**config.mk**
```make
export PLATFORM = sky130hd
export DESIGN_NAME = recovery_ctrl_flat
export DESIGN_NICKNAME = d
export VERILOG_FILES = /design/src/rtl/recovery_pkg.sv /design/src/rtl/recovery_ctrl_if.sv /design/src/rtl/rec_down_counter.sv /design/src/rtl/recovery_ctrl.sv /design/src/flat_wrapper.sv
export SDC_FILE = /design/constraint.sdc
export NUM_CORES = 1
export LEC_CHECK = 0
export ABC_AREA = 1
export CORE_UTILIZATION = 39
export CTS_CLUSTER_DIAMETER = 50
export DETAILED_ROUTE_END_ITERATION = 8
export PLACE_DENSITY = 0.62
export RECOVER_POWER = 25
export SLEW_MARGIN = 20
export SYNTH_ARGS = -nofsm -noshare
export SYNTH_HDL_FRONTEND = slang
export SYNTH_SLANG_ARGS = --single-unit
```
**constraint.sdc**
```tcl
create_clock -name clk -period 1.7 [get_ports clk]
set_input_delay 0.34 -clock clk [delete_from_list [all_inputs] [get_ports clk]]
set_output_delay 0.34 -clock clk [all_outputs]
set_load 0.03 [all_outputs]
```
**src/rtl/recovery_pkg.sv**
```systemverilog
// Shared state encoding and default timing parameters for the fault-recovery sequencer.
package recovery_pkg;

  typedef enum logic [2:0] {
    IDLE,
    FLUSH,
    RESTORE,
    REPLAY,
    FATAL
  } rec_state_e;

  localparam int unsigned DEF_FLUSH_CYCLES  = 3;
  localparam int unsigned DEF_REPLAY_CYCLES = 8;
  localparam int unsigned DEF_MAX_RETRIES   = 3;
  localparam int unsigned DEF_CLEAN_CYCLES  = 64;
  localparam int unsigned DEF_ACK_TIMEOUT   = 16;

endpackage

```
**src/rtl/recovery_ctrl_if.sv**
```systemverilog
// Checker/pipeline-facing signal bundle of recovery_ctrl; master drives requests, slave is the sequencer.
interface recovery_ctrl_if #(
  parameter int unsigned RC_W = 2
);
  logic            fault_detect;
  logic            pc_write_req;
  logic            reg_write_req;
  logic            mem_write_req;
  logic            restore_ack;
  logic            pc_write;
  logic            reg_write;
  logic            mem_write;
  logic            recovery_active;
  logic            pipe_flush;
  logic            restore_req;
  logic            fatal_error;
  logic [RC_W-1:0] retry_count;

  modport master (
    output fault_detect, pc_write_req, reg_write_req, mem_write_req, restore_ack,
    input  pc_write, reg_write, mem_write, recovery_active, pipe_flush, restore_req,
           fatal_error, retry_count
  );

  modport slave (
    input  fault_detect, pc_write_req, reg_write_req, mem_write_req, restore_ack,
    output pc_write, reg_write, mem_write, recovery_active, pipe_flush, restore_req,
           fatal_error, retry_count
  );
endinterface

```
**src/rtl/rec_down_counter.sv**
```systemverilog
// Loadable down counter that holds at zero; used for the flush, ack-timeout and replay timers.
module rec_down_counter #(
  parameter int unsigned WIDTH = 4
) (
  input  logic             clk,
  input  logic             reset,
  input  logic             load,
  input  logic [WIDTH-1:0] load_value,
  input  logic             en,
  output logic             zero
);
  logic [WIDTH-1:0] count;

  always_ff @(posedge clk) begin
    if (reset)                   count <= '0;
    else if (load)               count <= load_value;
    else if (en && count != '0)  count <= count - 1'b1;
  end

  assign zero = (count == '0);
endmodule

```
**src/rtl/recovery_ctrl.sv**
```systemverilog
// Fault-recovery sequencer: gates commit writes, flushes, requests restore, then runs a guarded replay.
module recovery_ctrl
  import recovery_pkg::*;
#(
  parameter int unsigned FLUSH_CYCLES  = DEF_FLUSH_CYCLES,
  parameter int unsigned REPLAY_CYCLES = DEF_REPLAY_CYCLES,
  parameter int unsigned MAX_RETRIES   = DEF_MAX_RETRIES,
  parameter int unsigned CLEAN_CYCLES  = DEF_CLEAN_CYCLES,
  parameter int unsigned ACK_TIMEOUT   = DEF_ACK_TIMEOUT
) (
  input  logic            clk,
  input  logic            reset,
  recovery_ctrl_if.slave  bus
);
  localparam int unsigned FW = $clog2(FLUSH_CYCLES + 1);
  localparam int unsigned AW = $clog2(ACK_TIMEOUT + 1);
  localparam int unsigned PW = $clog2(REPLAY_CYCLES + 1);
  localparam int unsigned RW = $clog2(MAX_RETRIES + 1);
  localparam int unsigned CW = $clog2(CLEAN_CYCLES + 1);

  rec_state_e    state, state_next;
  logic [RW-1:0] retry_q, retry_next;
  logic [CW-1:0] clean_q, clean_next;
  logic          flush_ld, flush_en, flush_zero;
  logic          ack_ld, ack_en, ack_zero;
  logic          rep_ld, rep_en, rep_zero;
  logic          idle;

  rec_down_counter #(.WIDTH(FW)) u_flush_tmr (
    .clk(clk), .reset(reset), .load(flush_ld), .load_value(FW'(FLUSH_CYCLES - 1)),
    .en(flush_en), .zero(flush_zero)
  );

  rec_down_counter #(.WIDTH(AW)) u_ack_tmr (
    .clk(clk), .reset(reset), .load(ack_ld), .load_value(AW'(ACK_TIMEOUT - 1)),
    .en(ack_en), .zero(ack_zero)
  );

  rec_down_counter #(.WIDTH(PW)) u_replay_tmr (
    .clk(clk), .reset(reset), .load(rep_ld), .load_value(PW'(REPLAY_CYCLES - 1)),
    .en(rep_en), .zero(rep_zero)
  );

  always_ff @(posedge clk) begin
    if (reset) begin
      state   <= IDLE;
      retry_q <= '0;
      clean_q <= '0;
    end else begin
      state   <= state_next;
      retry_q <= retry_next;
      clean_q <= clean_next;
    end
  end

  always_comb begin
    state_next = state;
    retry_next = retry_q;
    clean_next = clean_q;
    flush_ld   = 1'b0;
    flush_en   = 1'b0;
    ack_ld     = 1'b0;
    ack_en     = 1'b0;
    rep_ld     = 1'b0;
    rep_en     = 1'b0;
    case (state)
      IDLE: begin
        if (bus.fault_detect) begin
          clean_next = '0;
          if (retry_q == RW'(MAX_RETRIES)) begin
            state_next = FATAL;
          end else begin
            retry_next = retry_q + 1'b1;
            state_next = FLUSH;
            flush_ld   = 1'b1;
          end
        end else if (clean_q != CW'(CLEAN_CYCLES)) begin
          // Clean counter saturates; retries clear on the cycle it reaches the window length.
          clean_next = clean_q + 1'b1;
          if (clean_next == CW'(CLEAN_CYCLES)) retry_next = '0;
        end
      end
      FLUSH: begin
        if (flush_zero) begin
          state_next = RESTORE;
          ack_ld     = 1'b1;
        end else begin
          flush_en = 1'b1;
        end
      end
      RESTORE: begin
        if (bus.restore_ack) begin
          state_next = REPLAY;
          rep_ld     = 1'b1;
        end else if (ack_zero) begin
          state_next = FATAL;
        end else begin
          ack_en = 1'b1;
        end
      end
      REPLAY: begin
        if (bus.fault_detect) begin
          if (retry_q == RW'(MAX_RETRIES)) begin
            state_next = FATAL;
          end else begin
            retry_next = retry_q + 1'b1;
            state_next = FLUSH;
            flush_ld   = 1'b1;
          end
        end else if (rep_zero) begin
          state_next = IDLE;
        end else begin
          rep_en = 1'b1;
        end
      end
      FATAL:   state_next = FATAL;
      default: state_next = IDLE;
    endcase
  end

  assign idle                = (state == IDLE);
  assign bus.pc_write        = bus.pc_write_req  & idle & ~bus.fault_detect;
  assign bus.reg_write       = bus.reg_write_req & idle & ~bus.fault_detect;
  assign bus.mem_write       = bus.mem_write_req & idle & ~bus.fault_detect;
  assign bus.recovery_active = ~idle;
  assign bus.pipe_flush      = (state == FLUSH) || (state == FATAL);
  assign bus.restore_req     = (state == RESTORE);
  assign bus.fatal_error     = (state == FATAL);
  assign bus.retry_count     = retry_q;
endmodule

```
**src/flat_wrapper.sv**
```systemverilog
// flat-port wrapper written by rule: the top's interface ports become plain ports
module recovery_ctrl_flat import recovery_pkg::*;
#(
  parameter int unsigned FLUSH_CYCLES  = DEF_FLUSH_CYCLES,
  parameter int unsigned REPLAY_CYCLES = DEF_REPLAY_CYCLES,
  parameter int unsigned MAX_RETRIES   = DEF_MAX_RETRIES,
  parameter int unsigned CLEAN_CYCLES  = DEF_CLEAN_CYCLES,
  parameter int unsigned ACK_TIMEOUT   = DEF_ACK_TIMEOUT
)
  (clk, reset, bus_fault_detect, bus_pc_write_req, bus_reg_write_req, bus_mem_write_req, bus_restore_ack, bus_pc_write, bus_reg_write, bus_mem_write, bus_recovery_active, bus_pipe_flush, bus_restore_req, bus_fatal_error, bus_retry_count);
  recovery_ctrl_if #(.RC_W(2)) bus_i ();
  input  logic clk;
  input  logic reset;
  input wire logic [$bits(bus_i.fault_detect)-1:0] bus_fault_detect;
  input wire logic [$bits(bus_i.pc_write_req)-1:0] bus_pc_write_req;
  input wire logic [$bits(bus_i.reg_write_req)-1:0] bus_reg_write_req;
  input wire logic [$bits(bus_i.mem_write_req)-1:0] bus_mem_write_req;
  input wire logic [$bits(bus_i.restore_ack)-1:0] bus_restore_ack;
  output wire logic [$bits(bus_i.pc_write)-1:0] bus_pc_write;
  output wire logic [$bits(bus_i.reg_write)-1:0] bus_reg_write;
  output wire logic [$bits(bus_i.mem_write)-1:0] bus_mem_write;
  output wire logic [$bits(bus_i.recovery_active)-1:0] bus_recovery_active;
  output wire logic [$bits(bus_i.pipe_flush)-1:0] bus_pipe_flush;
  output wire logic [$bits(bus_i.restore_req)-1:0] bus_restore_req;
  output wire logic [$bits(bus_i.fatal_error)-1:0] bus_fatal_error;
  output wire logic [$bits(bus_i.retry_count)-1:0] bus_retry_count;
  assign bus_i.fault_detect = bus_fault_detect;
  assign bus_i.pc_write_req = bus_pc_write_req;
  assign bus_i.reg_write_req = bus_reg_write_req;
  assign bus_i.mem_write_req = bus_mem_write_req;
  assign bus_i.restore_ack = bus_restore_ack;
  assign bus_pc_write = bus_i.pc_write;
  assign bus_reg_write = bus_i.reg_write;
  assign bus_mem_write = bus_i.mem_write;
  assign bus_recovery_active = bus_i.recovery_active;
  assign bus_pipe_flush = bus_i.pipe_flush;
  assign bus_restore_req = bus_i.restore_req;
  assign bus_fatal_error = bus_i.fatal_error;
  assign bus_retry_count = bus_i.retry_count;
  recovery_ctrl #(.FLUSH_CYCLES(FLUSH_CYCLES), .REPLAY_CYCLES(REPLAY_CYCLES), .MAX_RETRIES(MAX_RETRIES), .CLEAN_CYCLES(CLEAN_CYCLES), .ACK_TIMEOUT(ACK_TIMEOUT)) u_core (.clk(clk), .reset(reset), .bus(bus_i));
endmodule
```
# Word-level counts from Yosys, hierarchy flattened
# Index checks and enable logic that the tools add are counted.
# Widths: inputs -> output; s select.
totals:
  reg_bits: 23
  in_bits: 7
  output_inout_bits: 9
  word_cells: 96
classes:
  addsub: 5
  n_eq_ne: 14
  n_mux: 37
  bitwise_logic: 8
  reduce_logical: 23
op_table:
  columns: ["operator", "count"]
  rows:
  - ["$mux 3", 9]
  - ["$mux 1", 15]
  - ["$pmux 3 s5", 1]
  - ["$mux 2", 7]
  - ["$mux 7", 2]
  - ["$reduce_bool 2->1", 6]
  - ["$mux 4", 2]
  - ["$reduce_and 4->1", 2]
  - ["$reduce_or 2->1", 4]
  - ["$add 7x1->7 const B", 1]
  - ["$eq 7x7->1 const B", 1]
  - ["$ne 7x7->1 const B", 1]
  - ["$and 1x1->1", 6]
  - ["$eq 3x2->1 const B", 2]
  - ["$ne 3x2->1 const B", 2]
  - ["$ne 3x3->1 const B", 2]
  - ["$logic_not 5->1", 1]
  - ["$reduce_bool 5->1", 1]
  - ["$sub 5x1->5 const B", 1]
  - ["$logic_not 4->1", 1]
  - ["$ne 2x2->1 const B", 2]
  - ["$pmux 2 s2", 1]
  - ["$reduce_bool 4->1", 1]
  - ["$sub 4x1->4 const B", 1]
  - ["12 further kinds", 15]

# Depth between registers and ports, before layout
depth:
  ltp_word: 7
  mapped_depth: 10
  ltp_nobuf: 10

# By module
# Synthesis repeated with hierarchy kept, for this count alone.
hier_totals:
  cells_unflattened: 261
  hier_area_um2: 1589.0
modules_own_cells:
  columns: ["module", "instances", "cells_per_inst", "area_each_um2"]
  rows:
  - ["recovery_ctrl", 1, 137, 827.0]
  - ["rec_down_counter at u_core.u_ack_tmr", 1, 58, 347.8]
  - ["rec_down_counter at u_core.u_replay_tmr", 1, 41, 274.0]
  - ["rec_down_counter at u_core.u_flush_tmr", 1, 25, 140.1]

# Least setup slack after synthesis
# No wires, ideal clock.
synth_timing:
  path_kind: "register to output"
  startpoint: "register u_core.state[0]"
  endpoint: "output port bus_pipe_flush"
  t_arrival_ns: 1.301
  t_required_ns: 1.360
  path_slack_ns: 0.059
  path_stages_with_launch: 4
  path_buffers: 0
  cell_sequence: "dfxtp_1 > nor2_2 > inv_1 > o21ai_0"
synth_via:
  elab_chain_len: 2
  elab_cells_between_ends: 3
  cone_classes: "eq/ne: 2; reduce/logical: 1"
synth_rtl:
  columns: ["item", "line_no", "source"]
  rows:
  - ["start, declared", "recovery_ctrl.sv:21", "rec_state_e state, state_next;"]
  - ["start signal, assigned", "recovery_ctrl.sv:50", "state <= state_next;"]
  - ["$eq 3x1->1 / $eq 3x3->1 (equally long branches)", "recovery_ctrl.sv:126", "assign bus.pipe_flush = (state == FLUSH) || (state == FATAL);"]
  - ["$logic_or 1x1->1 *", "recovery_ctrl.sv:126", null]
  - ["end, declared", "flat_wrapper.sv:23", "output wire logic [$bits(bus_i.pipe_flush)-1:0] bus_pipe_flush;"]
# Mark *: on every way between the ends. The rest lies on a longest branch, timed or not.

# Worst setup path in the final report
layout_timing:
  startpoint: "register u_core.state[1]"
  endpoint: "output port bus_reg_write"
layout_via:
  elab_chain_len: 3
layout_rtl:
  columns: ["item", "line_no", "source"]
  rows:
  - ["$logic_not 3->1", "recovery_ctrl.sv:121", "assign idle = (state == IDLE);"]
  - ["$and 1x1->1 (2 in a row)", "recovery_ctrl.sv:123", "assign bus.reg_write = bus.reg_write_req & idle & ~bus.fault_detect;"]
  - ["end, declared", "flat_wrapper.sv:20", "output wire logic [$bits(bus_i.reg_write)-1:0] bus_reg_write;"]
# No other way between the ends.

==> reports/qor.yml <==
cap_viol_max_count: 0
gp_congestion: 0.8038
die_area_um2: 3936
cp-end-kind: "primary output"
worstSetupPathType: "reg -> out"
period_needed_ns: 1.615
syn_to_final_growth_pct: 19.83
nFillCells: 376
synthCells: 208
syn_nets: 221
synth_seq_cells: 23
crit_required_ns: 1.36
dpl.hpwl_um: 2216
ys_seq_area_frac: 0.3200
outcome: "finished, final reports clean"
reg2regPathDepth: 9
r2r-end: "u_core.bus.retry_count[0]"
synthAdderAreaFrac: 0.05217
via_per_inst: 4.628
vdd.ir_drop.worst_mv: 1.088
worst-path-buf-inv: 2
fmax_mhz: 619.1
fin_util: 0.5009
max_slew_margin: 0.7953
io_pins: 16
drtPass1Iterations: 4
dp.cells: 271
clock_skew_ns: 0.001037
yosysWarnings: 0
min_period_over_period: 0.9502
antennaDiodeCount: 0
worstPathCellList: "nor2_4 -> nand2_4 -> inv_8 -> nand2_8 -> nor2_1 -> buf_4"
wl_um: 2851
yosys.area_share.simple: 0.3678
critPathTopFamily: "simple AND/OR/NAND/NOR gates"
rsz0062_at_grt: "true"
grt_overflow: 0
clockRootBuffer: "clkbuf_8"
powerDensity_nw_per_um2: 1536
syn_area_um2: 1439
nets: 245
vias: 1282
holdWs_ns: 0.4792
slowest_delay_ns: 0.37
die_h_um: 62.74
numCtsBuffers: 3
synth_compound_area_frac: 0.1539
core_um2: 3442
hold_viol: 0
syn_area_per_cell_um2: 6.918
cp_max_fo: 7
die_x_um: 62.74
power.leakage_uw: 0.0007307
power_uw: 2649
ff2ff_setup_slack_ns: 0.28
mostFrequentLayoutCell: "nand2_1"
synthMuxAreaShare: 0
cp_slowest_cell: "dfxtp_4"
grt_max_degree: 19
worst_pin_slew_ns: 0.3038
drc: 0
clkSinkCount: 23
htreeDepth: 1
hold_depth: 2
grt_usage: 0.1709
fin_cells: 277
drtIter0Drc: 57
slew_viol_final: 0
antenna_found_initial: 0
cp-start-kind: "register"
hp-start: "u_core.u_flush_tmr.count[0]"
grt_pass1_vias: 1180
grt_pass1_wl_um: 5340
ant_nets: 0
hold_buffers: 0
hp-class: "reg -> reg"
clock_latency_ns: 0.27
setup_viol: 0
clk_path_buf_depth: 2
synth_xor_xnor_area_share: 0.006087
numPortBuffers: 15
mostFrequentLayoutCells: "nand2_1, inv_1, nor2_1"
drive_above_1_share: 0.1948
avgRoutedWirePerCell_um: 10.29
initial_utilization: 0.4180
critPathArrivalTime_ns: 1.28
synth_cell_types: 33
min_to: "u_core.u_flush_tmr.count[0]"
synth_top_family_by_area: "simple AND/OR/NAND/NOR gates"
clk_pin_slew_worst_paths_ns: 0.08
reg2reg_from: "u_core.clean_q[0]"
rows: 21
cts_tree: "yes"
## cell families (layout without fill, tap and decap cells)
family | Yosys count | count (layout)
simple gates | 104 | 104
compound gates | 37 | 37
buf+inv | 37 | 60
flops | 23 | 23
fa+ha+maj | 6 | 6
xor+xnor | 1 | 1
## per-stage QoR
stage / setup TNS, ns / worst slack, ns / instance area, um^2
floorplan: 0 / 0.05909 / 1439
global placement: 0 / 0.04951 / 1652
detailed placement: 0 / 0.008894 / 1652
CTS: 0 / 0.001428 / 1703
global route: -0.003350 / -0.003350 / 1724
finish: 0 / 0.08471 / 1724
## timing repair
item | in CTS | in global routing
pin swaps | 1 | 0
setup buffers | 0 | 2
endpoints found under the hold margin | 0 | 0
gates resized for setup | 5 | 6
endpoints found under the setup margin | 5 | 5
## sequential cells by signal, indices dropped and copies added, names as in the netlist
signal and flops:
u_core.bus.retry_count 2, u_core.clean_q 7, u_core.u_flush_tmr.count 2, u_core.state 3
u_core.u_replay_tmr.count 4, u_core.u_ack_tmr.count 5
## power breakdown
group	total, uW	internal (uW)	switching (uW)
registers	823	693	130
clock network	347	164	183
logic	1480	560	919
total	2650	1420	1230
## routing by layer
metal / share of wire / GRT usage
met1: 0.53 / 0.2332
met5: 0 / 0
met2: 0.43 / 0.2663
met3: 0.030 / 0.03832
met4: 0.0098 / 0.05233
## worst max path at each step
stage	start	endpoint	slack (ns)	cells past startpoint
6_report	u_core.state[1]	bus_reg_write	0.08	6
5_1_grt	u_core.state[1]	bus_pc_write	-0.003	6
4_1_cts	bus_fault_detect	bus_mem_write	0.001	5
3_5_place_dp	bus_fault_detect	bus_mem_write	0.009	5
3_3_place_gp	bus_fault_detect	bus_mem_write	0.05	5
2_1_floorplan	u_core.state[0]	bus_pipe_flush	0.06	3
## final cells by class
| class | instances | area (um^2) | share of cell area |
|---|---|---|---|
| Timing Repair Buffer | 21 | 175.2 | 0.1016 |
| Clock inverter | 1 | 5.005 | 0.002903 |
| Inverter | 35 | 138.9 | 0.08055 |
| Sequential cell | 23 | 469.2 | 0.2721 |
| Multi-Input combinational cell | 148 | 837.1 | 0.4855 |
| Clock buffer | 3 | 41.29 | 0.02395 |
| Tap cell | 46 | 57.56 | 0.03338 |
## cells in the mapped netlist, drive strengths merged
cell type   n  area, um^2
a211oi      1       7.510
a21oi      17       103.9
a22oi       1       7.510
a31oi       4       25.02
clkbuf      2       7.510
dfxtp      23       460.4
ha          6       75.07
inv        35       136.4
nand2      51       227.7
nand3      17       115.1
nand4       3       25.02
nor2       30       130.1
nor3        3       31.28
o211ai      1       7.510
o21ai      11       55.05
o21bai      1       7.510
o31ai       1       7.510
xnor2       1       8.760
## worst min-delay path, delay by kind of cell (launching register included)
kind,cells,cell delay [ns]
flip-flops,1,0.32
AND/OR/NAND/NOR,1,0.06
AO/OA/AOI/OAI,1,0.06
No activity file was read; power rests on OpenSTA's default activity.
==> edit 1, RTL diff (same settings) <==
Re-encode `rec_state_e` (5 states) as one-hot, 5 bits wide.
--- a/src/rtl/recovery_pkg.sv
+++ b/src/rtl/recovery_pkg.sv
@@ -2,10 +2,10 @@
 package recovery_pkg;
 
-  typedef enum logic [2:0] {
-    IDLE,
-    FLUSH,
-    RESTORE,
-    REPLAY,
-    FATAL
+  typedef enum logic [4:0] {
+    IDLE    = 5'b00001,
+    FLUSH   = 5'b00010,
+    RESTORE = 5'b00100,
+    REPLAY  = 5'b01000,
+    FATAL   = 5'b10000
   } rec_state_e;
 
Function: no difference found for any inputs over 10 cycles, from zero or initial values and one cycle with reset high; not proved beyond that.
==> edit 1 against the unedited design <==
- the run now ends with setup timing left
- wire length grew 12%
- sequential share of layout area is 0.36 points higher
- synthesized cell count is 3.4% higher
- die area is 5.1% higher
- register-to-register slack worse by 0.14 ns
- synthesized area increased by 5.2%
- setup slack worse by 0.10 ns
- design area is 6.3% higher
- first-iteration DRC count grew 14%
- sequential cell count is 2 higher
- via count rose by 6.5%
- critical path type unchanged
- largest cell class unchanged
Power is not compared: it rests on default switching activity, and its combinational part moved more than twofold at a synthesized area within 25%.
==> edit 1: results (changes against the unedited design) <==
Non-CTS buffers 22 (was 21); global-route wire length before repair 5540 um (was 5340 um); count of different cell masters after synthesis 32 (was 33); status finished with violations (was finished, final reports clean); Multi-In Gates 152 (was 148); CP Max Fanout 4 (was 7); nets 253 (was 245); fraction of final layout cells sized beyond drive strength 1 0.222 (was 0.195); hold endpoint u_core.clean_q[6]$_SDFFE_PP0P_ (was u_core.u_flush_tmr.count[0]$_SDFFE_PP0P_); Setup TNS Final -0.0414 ns (was 0 ns); most frequent cells after synthesis nand2_1, inv_1, dfxtp_1 (was nand2_1, inv_1, nor2_1); complex-gate fraction of the synthesized area 0.134 (was 0.154); wire length on met3 99 um (was 85 um); post-CTS sizing 8 (was 5); met1 Use GR 0.233 (about the same); Synth Area in Adders 0.0496 (was 0.0522); beginning of the critical path u_core.state[2]$_SDFFE_PP0P_ (was u_core.state[1]$_SDFFE_PP0P_); # Post-CTS Setup Buffers 2 (was 0); post-synthesis sequential area ratio 0.331 (was 0.320); final worst setup slack -0.0187 ns (was 0.0847 ns); CLK BUF 4 (was 3); filler instances 402 (was 376); Area contributors post-synth dfxtp_1, nand2_1, inv_1, a21oi_1, nand3_1 (was dfxtp_1, nand2_1, inv_1, nor2_1, ha_1); dpl hpwl 2430 um (was 2220 um); failing checks setup timing; invs w/o clock 36 (was 35); met2 wire length 1430 um (was 1230 um); Final setup viols 3 (was 0); WP data arrival 1.38 ns (was 1.28 ns); Syn Inst Count 215 (was 208); CP endpoint bus_pc_write (was bus_reg_write); Yosys reg bits 25 (was 23); hold_sp u_core.clean_q[6]$_SDFFE_PP0P_ (was u_core.u_flush_tmr.count[0]$_SDFFE_PP0P_); Global Route Usage Sum 0.173 (was 0.171); vias in the first global route 1,249 (was 1,180); clock skew 0.00569 ns (was 0.00104 ns); register area 505 um^2 (was 469 um^2); Crit Reg-Reg Endpoint u_core.u_ack_tmr.count[2]$_SDFFE_PP0P_ (was u_core.bus.retry_count[0]$_SDFFE_PP0P_); first-iteration detailed-routing DRC count 65 (was 57); R2R Setup Slk 0.14 ns (was 0.28 ns); Post-Synth XOR/XNOR Area 0.0347 (was 0.00609)
==> edit 1: through the flow <==
| stage | setup WS [ns] | area [um^2] | hold slack, ns |
|---|---|---|---|
| 2_1_floorplan | 0.0327 | 1510 | 0.441 |
| 3_3_place_gp | 0.0726 | 1720 | 0.456 |
| 3_5_place_dp | 0.0577 | 1720 | 0.460 |
| 4_1_cts | 0.000518 | 1790 | 0.473 |
| 5_1_grt | -0.0848 | 1830 | 0.506 |
| 6_report | -0.0187 | 1830 | 0.470 |
==> edit 1: critical path, stage by stage (launching register included) <==
cell and delay [ns]:
dfxtp_4 0.37, nor2_4 0.13, nand4_4 0.10, buf_6 0.15, inv_6 0.06, nand2_2 0.04, nor2_2 0.12, buf_6 0.14
==> edit 1: power breakdown <==
group | total, mW | internal [mW] | switching (mW)
clock | 0.353 | 0.168 | 0.185
combinational | 0.354 | 0.150 | 0.204
sequential | 0.635 | 0.610 | 0.0259
total | 1.34 | 0.928 | 0.414
==> edit 2, RTL diff (same flow settings) <==
Without the edit above. The package constant `DEF_FLUSH_CYCLES` goes from 3 to 6.
--- a/src/rtl/recovery_pkg.sv
+++ b/src/rtl/recovery_pkg.sv
@@ -10,5 +10,5 @@
   } rec_state_e;
 
-  localparam int unsigned DEF_FLUSH_CYCLES  = 3;
+  localparam int unsigned DEF_FLUSH_CYCLES  = 6;
   localparam int unsigned DEF_REPLAY_CYCLES = 8;
   localparam int unsigned DEF_MAX_RETRIES   = 3;
Behaviour: not the same (a bounded check fails within 10 cycles, from zero or initial values and one cycle with reset high).
==> edit 2 against the unedited design <==
- combinational power up 7%
- total power up 11%
- critical path type unchanged
- sequential power about the same
- clock power up 49%
- setup slack worse by 0.042 ns
- wire length up 11%
- highest routed layer unchanged
- synthesized area up 4.6%
- utilization down 0.29 points
- register-to-register slack worse by 0.11 ns
- sequential cell count up 1
- design area up 6.5%
- synthesized cell count up 5.8%
- count of clock-buffer cells in the layout unchanged
==> edit 2: results (changes against the unedited design) <==
Yosys reg bits 24 (was 23); GR Layer Usage met3 0.0232 (was 0.0383); ClkCell Share 0.0388 (was 0.0269); NonClk Buf Share 0.111 (was 0.102); CP Max Fanout 6 (was 7); Post-Synth XOR/XNOR Area 0.0233 (was 0.00609); relative slew slack 0.782 (was 0.795); global-route wire length before repair 5440 um (was 5340 um); WP data arrival 1.32 ns (was 1.28 ns); R2R depth 10 (was 9); register area 484 um^2 (was 469 um^2); clk pwr 0.517 mW (was 0.347 mW); nets 261 (was 245); reg2reg start u_core.clean_q[1]$_SDFFE_PP0P_ (was u_core.clean_q[0]$_SDFFE_PP0P_); dpl ws 0.0107 ns (was 0.00889 ns); sequential power 0.826 mW (was 0.823 mW); Die W 64.1 um (was 62.7 um); wl on met1 1540 um (was 1510 um); WL/cell 10.8 um (was 10.3 um); Worst path max stage delay 0.34 ns (was 0.37 ns); fraction of final layout cells sized beyond drive strength 1 0.203 (was 0.195); routed vias/inst 4.75 (was 4.63); most frequent cells after synthesis nand2_1, inv_1, dfxtp_1, nor2_1, nand3_1 (was nand2_1, inv_1, nor2_1); Worst path slowest cell dfxtp_2 (was dfxtp_4); area post-placement 1750 um^2 (was 1650 um^2); met2 wire length 1460 um (was 1230 um); status finished, final reports clean (unchanged); Synth Area in Adders 0.0582 (was 0.0522); Global Route met2 Usage 0.274 (was 0.266); final worst setup slack 0.0423 ns (was 0.0847 ns); first-iteration detailed-routing DRC count 31 (was 57); post-synthesis sequential area ratio 0.319 (was 0.320); footprint of the multi-input gates 867 um^2 (was 837 um^2); Sw Pwr 1.27 mW (was 1.23 mW); wire length on met3 127 um (was 85 um); vias in the first global route 1,271 (was 1,180); Multi-In Gates 154 (was 148)
## edit 2: cell count changes after synthesis, sizes merged, moves of 2 or more
cell	unedited run	this run
nand3	17	21
xor2	0	2
nand4	3	1
a31oi	4	1
inv	35	40
o211ai	1	3
o21ai	11	8
nand2	51	55
## edit 2: metrics by stage
| step | TNS [ns] | std cells |
|---|---|---|
| 6_report | 0 | 294 |
| 2_1_floorplan | 0 | 220 |
| 3_3_place_gp | 0 | 288 |
| 4_1_cts | 0 | 293 |
| 3_5_place_dp | 0 | 288 |
| 5_1_grt | -0.0357 | 294 |
## edit 2: how the worst min path moves through the flow
stage	start	end	slack (ns)	cells after the start
6_report	u_core.u_replay_tmr.count[2]$_SDFFE_PP0P_	u_core.u_replay_tmr.count[2]$_SDFFE_PP0P_	0.49	2
3_3_place_gp	u_core.clean_q[6]$_SDFFE_PP0P_	u_core.clean_q[6]$_SDFFE_PP0P_	0.47	2
4_1_cts	u_core.u_replay_tmr.count[2]$_SDFFE_PP0P_	u_core.u_replay_tmr.count[2]$_SDFFE_PP0P_	0.49	2
2_1_floorplan	u_core.u_replay_tmr.count[2]$_SDFFE_PP0P_	u_core.u_replay_tmr.count[2]$_SDFFE_PP0P_	0.45	2
3_5_place_dp	u_core.u_replay_tmr.count[2]$_SDFFE_PP0P_	u_core.u_replay_tmr.count[2]$_SDFFE_PP0P_	0.47	2
5_1_grt	u_core.clean_q[6]$_SDFFE_PP0P_	u_core.clean_q[6]$_SDFFE_PP0P_	0.51	2
## edit 2: what timing repair did
| item | in CTS | in global routing |
|---|---|---|
| setup buffers | 1 | 1 |
| pin swaps | 1 | 1 |
| endpoints found under the setup margin | 4 | 5 |
| gates resized for setup | 3 | 8 |
| hold buffers | 0 | 0 |
